File: config.mk
export PLATFORM = sky130hd
export DESIGN_NAME = fr_normalizer
export DESIGN_NICKNAME = d
export VERILOG_FILES = /design/src/rtl/fr_normalizer.sv
export SDC_FILE = /design/constraint.sdc
export NUM_CORES = 1
export LEC_CHECK = 0
export ABC_AREA = 1
export BUFFER_PORTS_ARGS = -buffer_cell sky130_fd_sc_hd__buf_2
export CAP_MARGIN = 40
export CORE_UTILIZATION = 53
export DETAILED_ROUTE_END_ITERATION = 7
export PLACE_DENSITY_LB_ADDON = 0.05
export SYNTH_ARGS = -nofsm -noshare
export SYNTH_HDL_FRONTEND = slang
export SYNTH_SLANG_ARGS = --single-unit
File: constraint.sdc
create_clock -name clock -period 2.5 [get_ports clock]
set_input_delay 0.375 -clock clock [delete_from_list [all_inputs] [get_ports clock]]
set_output_delay 0.375 -clock clock [all_outputs]
set_load 0.01 [all_outputs]
File: src/rtl/fr_normalizer.sv
// Post-add normalizer: renormalizes the raw mantissa sum, adjusts the exponent
// and packs an IEEE-754 single (truncating, denormals flushed to zero).
module fr_normalizer (
  input  logic        clock,
  input  logic        resetn,
  input  logic        stall,
  input  logic        in_valid,
  input  logic        sign_in,
  input  logic [7:0]  exp_in,
  input  logic [24:0] sum_in,
  output logic        out_valid,
  output logic [31:0] result,
  output logic        overflow,
  output logic        underflow
);

  logic        s1_valid;
  logic        s1_sign;
  logic        s1_carry;
  logic        s1_zero;
  logic [7:0]  s1_exp;
  logic [23:0] s1_sum;
  logic [4:0]  s1_lz;
  logic [4:0]  lz_in;

  logic [8:0]  e_inc;
  logic [8:0]  exp9;
  logic [8:0]  lz9;
  logic [7:0]  exp_sh;
  logic [22:0] mant_sh;
  logic [31:0] res_d;
  logic        ovf_d;
  logic        unf_d;

  logic [31:0] res_q;
  logic        ovf_q;
  logic        unf_q;

  // Ascending scan so the highest set bit determines the count.
  always_comb begin
    lz_in = 5'd24;
    for (int i = 0; i < 24; i++) begin
      if (sum_in[i]) lz_in = 5'(23 - i);
    end
  end

  always_ff @(posedge clock or negedge resetn) begin
    if (!resetn) begin
      s1_valid <= 1'b0;
      s1_sign  <= 1'b0;
      s1_carry <= 1'b0;
      s1_zero  <= 1'b0;
      s1_exp   <= 8'h0;
      s1_sum   <= 24'h0;
      s1_lz    <= 5'd0;
    end else if (!stall) begin
      s1_valid <= in_valid;
      if (in_valid) begin
        s1_sign  <= sign_in;
        s1_carry <= sum_in[24];
        s1_zero  <= (sum_in == 25'h0);
        s1_exp   <= exp_in;
        s1_sum   <= sum_in[23:0];
        s1_lz    <= lz_in;
      end
    end
  end

  // The hidden bit (sum[23]) never survives into the fraction, so a 23-bit
  // shift is enough: for any nonzero shift that bit is already zero.
  always_comb begin
    e_inc   = {1'b0, s1_exp} + 9'd1;
    exp9    = {1'b0, s1_exp};
    lz9     = {4'd0, s1_lz};
    exp_sh  = s1_exp - {3'd0, s1_lz};
    mant_sh = s1_sum[22:0] << s1_lz;
    res_d   = 32'h0;
    ovf_d   = 1'b0;
    unf_d   = 1'b0;
    if (!s1_zero) begin
      if (s1_carry) begin
        if (e_inc >= 9'd255) begin
          res_d = {s1_sign, 8'hFF, 23'h0};
          ovf_d = 1'b1;
        end else begin
          res_d = {s1_sign, e_inc[7:0], s1_sum[23:1]};
        end
      end else if (s1_lz == 5'd0 && s1_exp != 8'h0) begin
        res_d = {s1_sign, s1_exp, s1_sum[22:0]};
      end else if (lz9 < exp9) begin
        res_d = {s1_sign, exp_sh, mant_sh};
      end else begin
        res_d = {s1_sign, 31'h0};
        unf_d = 1'b1;
      end
    end
  end

  always_ff @(posedge clock or negedge resetn) begin
    if (!resetn) begin
      out_valid <= 1'b0;
      res_q     <= 32'h0;
      ovf_q     <= 1'b0;
      unf_q     <= 1'b0;
    end else if (!stall) begin
      out_valid <= s1_valid;
      if (s1_valid) begin
        res_q <= res_d;
        ovf_q <= ovf_d;
        unf_q <= unf_d;
      end
    end
  end

  // Result holds through bubbles; the flags are only meaningful with out_valid.
  assign result    = res_q;
  assign overflow  = ovf_q & out_valid;
  assign underflow = unf_q & out_valid;

endmodule
Word-level counts from Yosys, hierarchy flattened
Cells that the tools add are included.

Memories: 0. Bits in registers: 76. Latch bits: 0. Output and inout port bits: 35. Input bits: 38. ROM bits: 0. Memory bits (writable): 0. Word-level logic and storage cells: 61.

Add/sub/neg operators: 2. Div/mod/pow operators: 0. Shift-type cells: 1. Order comparisons: 2. $mul: 0. Reductions and logical operators: 6. Eq/ne operators: 0. Bitwise gates (word level): 3. Multiplexer cells: 36.

Operators with widths (count): $mux W31 (4); $mux W5 (21); $mux W32 (1); $logic_not A25 Y1 (1); $shl A23 B5 Y23 (1); $mux W4 (3); $add A8 B1 Y9 const B (1); $ge A9 B8 Y1 const B (1); $lt A5 B8 Y1 (1); $reduce_bool A8 Y1 (1); $sub A8 B5 Y8 (1); $mux W1 (7); $logic_not A5 Y1 (1); $reduce_and A2 Y1 (2); $and A1 B1 Y1 (2); $logic_and A1 B1 Y1 (1); $not A1 Y1 (1).

Logic depth before layout (Yosys ltp)
Gate-level depths: netlist of run 1.

Word-level depth: 24. Gate-level depth with buffers: 25. Mapped depth without buffers: 25.

Worst setup path after synthesis of run 1
Ideal clock, no wire load.

Path type: reg2reg. From: register s1_lz[2]. To: register res_q[3], in the netlist result[3]. Setup time: 0.131 ns. Path slack: 0.062 ns. Required time: 2.369 ns. Arrival time: 2.307 ns. Stages on the path, launching flop included: 20. Buffers on the path: 2. Cell sequence: dfrtp_1 buf_2 inv_1 clkbuf_1 ha_1 nand2_1 inv_2 nand2_1 nand2_1 nand2_1 and3_4 o21ai_2 inv_2 nor2_8 inv_6 nor2_8 inv_2 nor3_2 a21oi_1 o221ai_2.

Word-level cells in the longest chain between the ends: 5. Elaborated cells between the ends (all ways): 8. Classes of those cells: order compare (1); shift (1); mux (4); reduce/logical (2).

Ends and longest elaborated chain: start, declared (line 23) `logic [4:0] s1_lz;`; start signal, assigned (line 64) `s1_lz <= lz_in;`; $lt A5 B8 Y1 (tied with other cells) (line 90) `end else if (lz9 < exp9) begin`; $mux W31 / $logic_and A1 B1 Y1 (equally long branches) (line 90, 88); $mux W31 (*) (line 88) `end else if (s1_lz == 5'd0 && s1_exp != 8'h0) begin`; $mux W31 (*) (line 81) `if (s1_carry) begin`; $mux W32 (*) (line 80) `if (!s1_zero) begin`; end signal, assigned (line 108) `res_q <= res_d;`; end, declared (line 35) `logic [31:0] res_q;`.

Mark *: on every way between the ends. The rest lies on a longest branch, timed or not. A chain may end at the register's enable or synchronous reset.

Final worst setup path of run 1
From: register s1_exp[0]. To: register res_q[25], in the netlist result[25].

Word-level cells in the longest chain between the ends: 5. Elaborated cells between the ends (all ways): 11. Classes of those cells: add/sub (2); order compare (2); mux (5); reduce/logical (2).

Ends and longest elaborated chain: start, declared (line 21) `logic [7:0] s1_exp;`; start signal, assigned (line 62) `s1_exp <= exp_in;`; $add A8 B1 Y9 (tied with other cells) (line 72) `e_inc = {1'b0, s1_exp} + 9'd1;`; $ge A9 B8 Y1 (tied with other cells) (line 82) `if (e_inc >= 9'd255) begin`; $mux W31, on equally long branches (line 82, 88); $mux W31 (*) (line 81); $mux W32 (*) (line 80).

Marks and branches as above.

==> run_results.csv, run 1 <==
group,metric,value,unit
synthesis,synth_top_area_share,0.374,
clock_tree,clk_path_buf_depth,2,
setup_path,end_kind,"register",
synthesis,synth_flop_cell,"dfrtp_1",
synthesis,ys_ff_latch,76,
placed_design,place_hpwl,11300,um
routing,num_vias,5065,
routing,drt_pass1_iterations,5,
clock_tree,cts_buffers,9,
timing,drv_slew,0,
timing,finalSetupTns,0,ns
floorplan,ioPinCount,73,
clock_tree,clk_pin_slew,0.09,ns
setup_path,worst-endpoint-arrival,2.66,ns
synthesis,syn_nets,765,
layout,final_cell_mix,"nand2_1 (221), o21ai_0 (114), inv_1 (78), dfrtp_1 (76), buf_2 (71)",
layout,nets,834,
pwr,power_density,741,nW/um2
synthesis,ys_types,50,
global_route,grt_max_degree,52,
floorplan,core_area,9280,um2
timing,finalCritPeriodShare,0.972,
layout,drive_above_1_share,0.189,
placed_design,gp_congestion,0.992,
pwr,static-leakage-power,2.94,nW
setup_path,crit_required,2.73,ns
synthesis,netlist_area,5090,um2
layout,final_common_cell,"nand2_1",
global_route,grt.overflow.total,0,
placed_design,dpl_cell_area,5640,um2
clock_tree,cts_tree,"done",
synthesis,synth_edf_count,0,
global_route,grt_pass1_vias,4678,
synthesis,syn_inst,718,
routing,viasPerCell,5.51,
floorplan,die_height,100,um
timing,finClkSkew,0.0148,ns
routing,wl_per_cell,15.8,um
floorplan,dieArea,10000,um2
clock_tree,h-tree-depth,3,
clock_tree,cts.sinks,76,
global_route,track_usage,0.308,
clock_tree,insertion_delay,0.35,ns
placed_design,portBuffers,72,
status,status,"completed",
routing,wl,14500,um
timing,min_period,2.43,ns
timing,rsz0062_at_grt,"true",
timing,finalHoldViolations,0,
timing,fmax,0.411,GHz
synthesis,ys_warn_count,0,
floorplan,rows,35,
global_route,grt_pass1_wl,23600,um
hold_path,hold_class,"primary input to register",
synthesis,synth.area.top_cells,"dfrtp_1 (37%), nand2_1 (16%), o21ai_0 (11%)",
synthesis,synth_top_area_cell,"dfrtp_1",
setup_path,crit_fanout,5,
synthesis,async_flop_share,1.00,
global_route,antenna_found_initial,0,
layout,n_antenna_cell,0,
synthesis,syn_avg_cell_area,7.09,um2
flow_run,drv_cap,0,
floorplan,start_util,0.548,
routing,drcViolationCount,0,
routing,dr.first_iter.drc_count,360,
floorplan,die_w,100,um
setup_path,crit_type,"register to register",
layout,fill_cells,894,
layout,area_growth,16.5,%
synthesis,seq_area_frac_synth,0.374,
routing,final_antenna_net_count,0,
clock_tree,cts-root-buf,"clkbuf_8",
timing,relSlewSlack,0.619,
layout,utilization,0.639,
setup_path,cp-start-kind,"register",
layout,post-route-cell-area,5930,um2
pwr,max-vdd-ir-drop,0.000322,V
timing,worst_pin_slew,0.570,ns
timing,finalSetupViolCount,0,
## logic make-up (layout without fill, tap and decap cells)
logic type / Yosys count / after routing / synth area share
xor gates and xnor gates: 11 / 11 / 0.0189
and+or+nand+nor: 300 / 300 / 0.251
DFF: 76 / 76 / 0.374
buffers and inverters: 128 / 200 / 0.101
adders and majority gates: 9 / 9 / 0.0236
AOI/OAI and AO/OA: 194 / 194 / 0.233
## area by class of cell
type                    count  area [um2]  share of cell area
multi-input cells         514        2710               0.457
flip-flops and latches     76        1900               0.321
repair buffers             95         583              0.0983
inverters                  91         349              0.0589
well taps                 129         161              0.0272
clock buffers               9         124              0.0209
clock inverters             5         103              0.0173
## stage by stage
step / setup slack [ns] / cells / hold slack [ns] / power [W]
2_1_floorplan: 0.0618 / 718 / 0.0794 / 0.00266
3_3_place_gp: 0.157 / 902 / 0.458 / 0.00321
3_5_place_dp: 0.0593 / 903 / 0.355 / 0.00324
4_1_cts: 0.0455 / 918 / 0.205 / 0.00435
5_1_grt: -0.00777 / 919 / 0.217 / 0.00468
6_report: 0.0698 / 919 / 0.219 / 0.00439
## synthesized netlist by cell type (9+ instances only)
cell / instances
inv_1: 78
inv_2: 11
nand3_1: 14
dfrtp_1: 76
o221ai_1: 13
nand2_1: 221
o211ai_1: 9
nor3_1: 10
clkbuf_1: 26
xor2_1: 11
a21oi_1: 14
o21ai_0: 115
nor2_1: 36
## what timing repair did
action                     in CTS  in global routing
hold buffers                    1                  0
buffers inserted                0                  1
hold endpoints to repair       31                  0
setup endpoints to repair       0                  6
resized for setup               0                  8
## where the power goes
part | total, W | leakage [nW] | switching (W) | internal, W
Sequential | 0.00166 | 0.956 | 0.000195 | 0.00147
Clock | 0.00112 | 0.111 | 0.000468 | 0.000651
Combinational | 0.00161 | 1.87 | 0.000992 | 0.000620
Total | 0.00439 | 2.94 | 0.00165 | 0.00274
## worst max-delay path, cell delays in order (launching register included)
cell and delay (ns):
dfrtp_1 0.38, inv_1 0.08, ha_1 0.17, inv_1 0.06
fa_2 0.35, nand2_1 0.10, nand2_1 0.05, nand2_1 0.08
and3_4 0.18, o21ai_2 0.06, inv_2 0.13, nor2_8 0.07
buf_12 0.13, a221oi_1 0.40, o31ai_2 0.08
## worst paths after layout
path,startpoint,end,slack [ns],cells after the start
min in group asynchronous,resetn,result[29],0.51,2
min reg2reg,result[16],result[16],0.48,2
max,s1_exp[0],result[25],0.07,14
min,exp_in[2],s1_exp[2],0.22,3
max reg2reg,s1_exp[0],result[25],0.07,14
max in group asynchronous,resetn,s1_sum[17],1.42,3
## registers in the layout, indices dropped and copies added (netlist names)
register / cells
s1_sign: 1
ovf_q: 1
s1_exp: 8
unf_q: 1
s1_valid: 1
s1_sum: 24
s1_zero: 1
result: 32
s1_lz: 5
out_valid: 1
s1_carry: 1
## metal layers
| layer | up-vias | part of all wire | GRT usage |
|---|---|---|---|
| met5 | - | 0 | 0 |
| met4 | 0 | 0.015 | 0.0847 |
| met3 | 20 | 0.083 | 0.0864 |
| met2 | 197 | 0.41 | 0.445 |
| met1 | 2324 | 0.49 | 0.453 |
| li1 | 2524 | - | - |
Power figures use the tool's default switching activity.
==> run 2, diff against run 1 <==
Settings changed: CORE_ASPECT_RATIO set to 0.5, CORE_MARGIN set to 5, PLACE_DENSITY set to 0.87, PLACE_DENSITY_LB_ADDON 0.05 to unset.
==> run_results.csv, run 2 (synthesis gave the netlist of run 1 again) <==
group,metric,value,unit
status,status,"completed",
global_route,antenna_found_initial,0,
setup_path,crit_type,"register to register",
routing,final_antenna_net_count,0,
setup_path,cp-startpoint,"s1_exp[3]",
layout,post-route-cell-area,6120,um2
routing,drcViolationCount,0,
setup_path,crit_fanout,7,
setup_path,end_kind,"register",
timing,worst_pin_slew,0.646,ns
global_route,grt.overflow.total,0,
clock_tree,clk_pin_slew,0.06,ns
layout,area_growth,20.2,%
placed_design,gp_congestion,1.01,
global_route,grt_max_degree,77,
setup_path,crit_required,2.76,ns
timing,relSlewSlack,0.569,
clock_tree,cts.sinks,76,
layout,ff_latch_area,1900,um2
timing,finalSetupTns,0,ns
layout,drive_above_1_share,0.201,
timing,drv_slew,0,
layout,nets,840,
floorplan,start_util,0.540,
global_route,grt_pass1_wl,24500,um
layout,fill_cells,833,
floorplan,ioPinCount,73,
routing,num_vias,5219,
setup_path,cp-start-kind,"register",
setup_path,r2r_start,"s1_exp[3]",
setup_path,reg2reg_slack,0.1,ns
placed_design,place_ws,0.0776,ns
pwr,max-vdd-ir-drop,0.000354,V
layout,multi_input_area,2730,um2
pwr,total_power,0.00484,W
floorplan,die_w,149,um
floorplan,die_height,79.3,um
routing,dr.first_iter.drc_count,464,
layout,final_cell_mix,"nand2_1 (220), o21ai_0 (114), inv_1 (77), dfrtp_1 (75), buf_2 (71)",
floorplan,dieArea,11800,um2
timing,finalSetupViolCount,0,
pwr,static-leakage-power,3.01,nW
timing,rsz0062_at_grt,"true",
setup_path,r2r_cells,16,
clock_tree,insertion_delay,0.34,ns
layout,largest_reg_flops,32,
timing,min_period,2.40,ns
placed_design,dpl_cell_area,5660,um2
timing,finClkSkew,0.00501,ns
placed_design,place_hpwl,11100,um
layout,n_antenna_cell,0,
floorplan,core_area,9420,um2
hold_path,hold_class,"primary input to async pin",
clock_tree,cts_buffers,9,
timing,fmax,0.416,GHz
routing,wl_per_cell,16.2,um
pwr,power_density,791,nW/um2
floorplan,rows,25,
global_route,grt_pass1_vias,4895,
timing,whs,0.0437,ns
placed_design,portBuffers,72,
clock_tree,cts-root-buf,"clkbuf_16",
global_route,track_usage,0.262,
clock_tree,cts_tree,"done",
clock_tree,clk_path_buf_depth,2,
clock_tree,h-tree-depth,3,
timing,finalCritPeriodShare,0.961,
layout,final_common_cell,"nand2_1",
clock_tree,hold_buffers,0,
flow_run,drv_cap,0,
timing,timing.final.ws_setup,0.0972,ns
routing,drt_pass1_iterations,6,
routing,viasPerCell,5.59,
timing,finalHoldViolations,0,
setup_path,worst-endpoint-arrival,2.66,ns
routing,wl,15100,um
==> run 2: cell count changes in the layout (fill, tap and decap cells not counted), sizes merged <==
cell,previous run,this run
inv,91,92
buf,94,101
clkbuf,9,10
dlygate4sd3,1,0
==> run 2: final cells by class <==
cell class / count / share of cell area
clock inverter: 6 / 0.0182
multi-input combinational: 514 / 0.447
sequential: 76 / 0.311
clock buffer: 10 / 0.0374
timing repair buffer: 101 / 0.101
inverter: 91 / 0.0579
tap: 135 / 0.0276
==> run 2: critical path: stages, from the launching register on <==
cell and delay (ns):
dfrtp_1 0.46, ha_4 0.32, nand2_1 0.06, inv_2 0.06, nand2_2 0.05, nand2_1 0.06
nand2_1 0.06, and3_4 0.16, o21ai_4 0.17, inv_4 0.07, nor2_8 0.16, inv_6 0.07
nor2_8 0.17, inv_4 0.06, nor3_4 0.18, a21oi_2 0.05, o221ai_2 0.12
==> run 2: final timing paths <==
| kind | to |
|---|---|
| hold reg to reg | result[16] |
| max in group asynchronous | s1_exp[1] |
| min in group clock | s1_exp[6] |
| setup / recovery | result[3] |
| hold / removal | s1_sum[7] |
| setup reg to reg | result[3] |
==> run 2: through the flow <==
step / cells / utilization
after floorplan: 718 / -
after global placement: 912 / 0.601
after detailed placement: 912 / 0.601
after CTS: 928 / 0.638
after global routing: 933 / 0.650
final: 933 / 0.650
==> run 2: repair_timing <==
item,4_1_cts,5_1_grt
buffers inserted,0,5
endpoints found under the setup margin,0,14
resized for setup,0,15
==> run 2: power by group <==
group	total [W]	switching [W]	internal (W)	leakage (nW)
logic	0.00167	0.00102	0.000650	1.89
registers	0.00166	0.000190	0.00147	0.955
clock network	0.00151	0.000528	0.000977	0.163
==> run 2: per-layer routing <==
metal,GRT usage,share of wire,up-vias
li1,-,-,2539
met1,0.359,0.46,2431
met2,0.413,0.45,207
met3,0.0553,0.066,42
met4,0.0977,0.027,0
met5,0,0,-
==> run 3, diff against run 2 <==
Settings changed: PLACE_DENSITY 0.87 to 0.78.
==> run_results.csv, run 3 (synthesis gave the netlist of run 1 again) <==
group,metric,value,unit
clock_tree,cts_tree,"done",
timing,relSlewSlack,0.516,
flow_run,drv_cap,0,
routing,wl_per_cell,16.4,um
layout,ff_latch_area,1900,um2
layout,fill_cells,900,
layout,final_common_cell,"nand2_1",
global_route,track_usage,0.271,
timing,whs,0.0387,ns
clock_tree,h-tree-depth,3,
global_route,grt_pass1_wl,25300,um
layout,nets,838,
clock_tree,cts.sinks,76,
routing,viasPerCell,5.46,
global_route,grt_pass1_vias,4798,
floorplan,start_util,0.540,
routing,num_vias,5076,
timing,finalCritPeriodShare,0.959,
placed_design,portBuffers,72,
timing,finalSetupTns,0,ns
setup_path,cp-start-kind,"register",
routing,drt_pass1_iterations,5,
layout,post-route-cell-area,6030,um2
timing,worst_pin_slew,0.725,ns
setup_path,reg2reg_slack,0.10,ns
clock_tree,clk_path_buf_depth,2,
timing,finalHoldViolations,0,
floorplan,dieArea,11800,um2
pwr,power_density,773,nW/um2
placed_design,place_hpwl,11400,um
hold_path,hold_class,"primary input to async pin",
setup_path,crit_required,2.72,ns
routing,dr.first_iter.drc_count,444,
clock_tree,insertion_delay,0.34,ns
pwr,total_power,0.00466,W
clock_tree,cts-root-buf,"clkbuf_16",
placed_design,gp_congestion,0.989,
clock_tree,clk_pin_slew,0.06,ns
floorplan,die_w,149,um
layout,n_antenna_cell,0,
floorplan,ioPinCount,73,
setup_path,end_kind,"register",
layout,multi_input_area,2710,um2
setup_path,r2r_start,"s1_exp[0]",
global_route,grt_max_degree,77,
layout,drive_above_1_share,0.192,
setup_path,worst-endpoint-arrival,2.62,ns
routing,wl,15200,um
routing,drcViolationCount,0,
timing,min_period,2.40,ns
clock_tree,cts_buffers,9,
layout,largest_reg_flops,32,
timing,finalSetupViolCount,0,
placed_design,dpl_cell_area,5660,um2
layout,final_cell_mix,"nand2_1 (221), o21ai_0 (114), inv_1 (78), dfrtp_1 (76), buf_2 (71)",
floorplan,rows,25,
global_route,antenna_found_initial,0,
pwr,max-vdd-ir-drop,0.000366,V
floorplan,core_area,9420,um2
routing,final_antenna_net_count,0,
placed_design,dp.cells,912,
setup_path,crit_fanout,5,
floorplan,die_height,79.3,um
pwr,static-leakage-power,2.99,nW
layout,area_growth,18.6,%
timing,finClkSkew,0.00653,ns
layout,stdcell_count,930,
timing,drv_slew,0,
status,status,"completed",
setup_path,timing.rr.end,"result[19]",
global_route,grt.overflow.total,0,
timing,fmax,0.417,GHz
setup_path,r2r_cells,15,
setup_path,crit_type,"register to register",
==> run 3: worst max-delay path by stage <==
stage,start,slack (ns),cells after the start,end
3_3_place_gp,s1_exp[0],0.18,17,result[4]
4_1_cts,s1_exp[0],0.04,17,result[4]
5_1_grt,s1_lz[0],-0.0007,16,result[3]
6_report,s1_exp[0],0.10,15,result[19]
2_1_floorplan,s1_lz[2],0.06,19,result[3]
3_5_place_dp,s1_exp[0],0.1,17,result[4]
==> run 3: stage by stage <==
stage,util,setup slack (ns)
2_1_floorplan,-,0.0618
3_3_place_gp,0.601,0.185
3_5_place_dp,0.601,0.0980
4_1_cts,0.634,0.0351
5_1_grt,0.641,-0.000738
6_report,0.641,0.101
==> run 3: routing by layer <==
metal,up-vias,global-route usage,part of all wire
li1,2527,-,-
met4,0,0.0636,0.017
met2,171,0.415,0.44
met3,19,0.0570,0.069
met1,2359,0.395,0.48
met5,-,0,0
==> run 3: cell type report <==
cell class              instances  share of cell area
clock buffers                  12              0.0442
repair buffers                 99              0.0979
inverters                      91              0.0583
well taps                     135              0.0280
flip-flops and latches         76               0.315
clock inverters                 3             0.00726
multi-input cells             514               0.449
==> run 3: critical path, cell delays in order (launching register included) <==
cell and delay (ns):
dfrtp_1 0.37, inv_1 0.07, ha_1 0.17, inv_1 0.07, fa_2 0.37, nand2_1 0.10, nand2_1 0.05, nand2_1 0.08
and3_4 0.20, o21ai_4 0.06, inv_2 0.12, nor2_8 0.07, inv_6 0.09, buf_4 0.12, o211ai_1 0.10, a32o_1 0.24
==> run 3: repair_timing <==
item	4_1_cts	5_1_grt
resized for setup	0	8
hold buffers	0	0
setup endpoints to repair	0	8
setup buffers	0	3
==> run 3: power by group <==
group / internal, W / total (W) / switching, W / leakage [nW]
Sequential: 0.00147 / 0.00166 / 0.000187 / 0.956
Combinational: 0.000623 / 0.00164 / 0.00102 / 1.88
Clock: 0.000851 / 0.00136 / 0.000512 / 0.155
Total: 0.00295 / 0.00466 / 0.00172 / 2.99
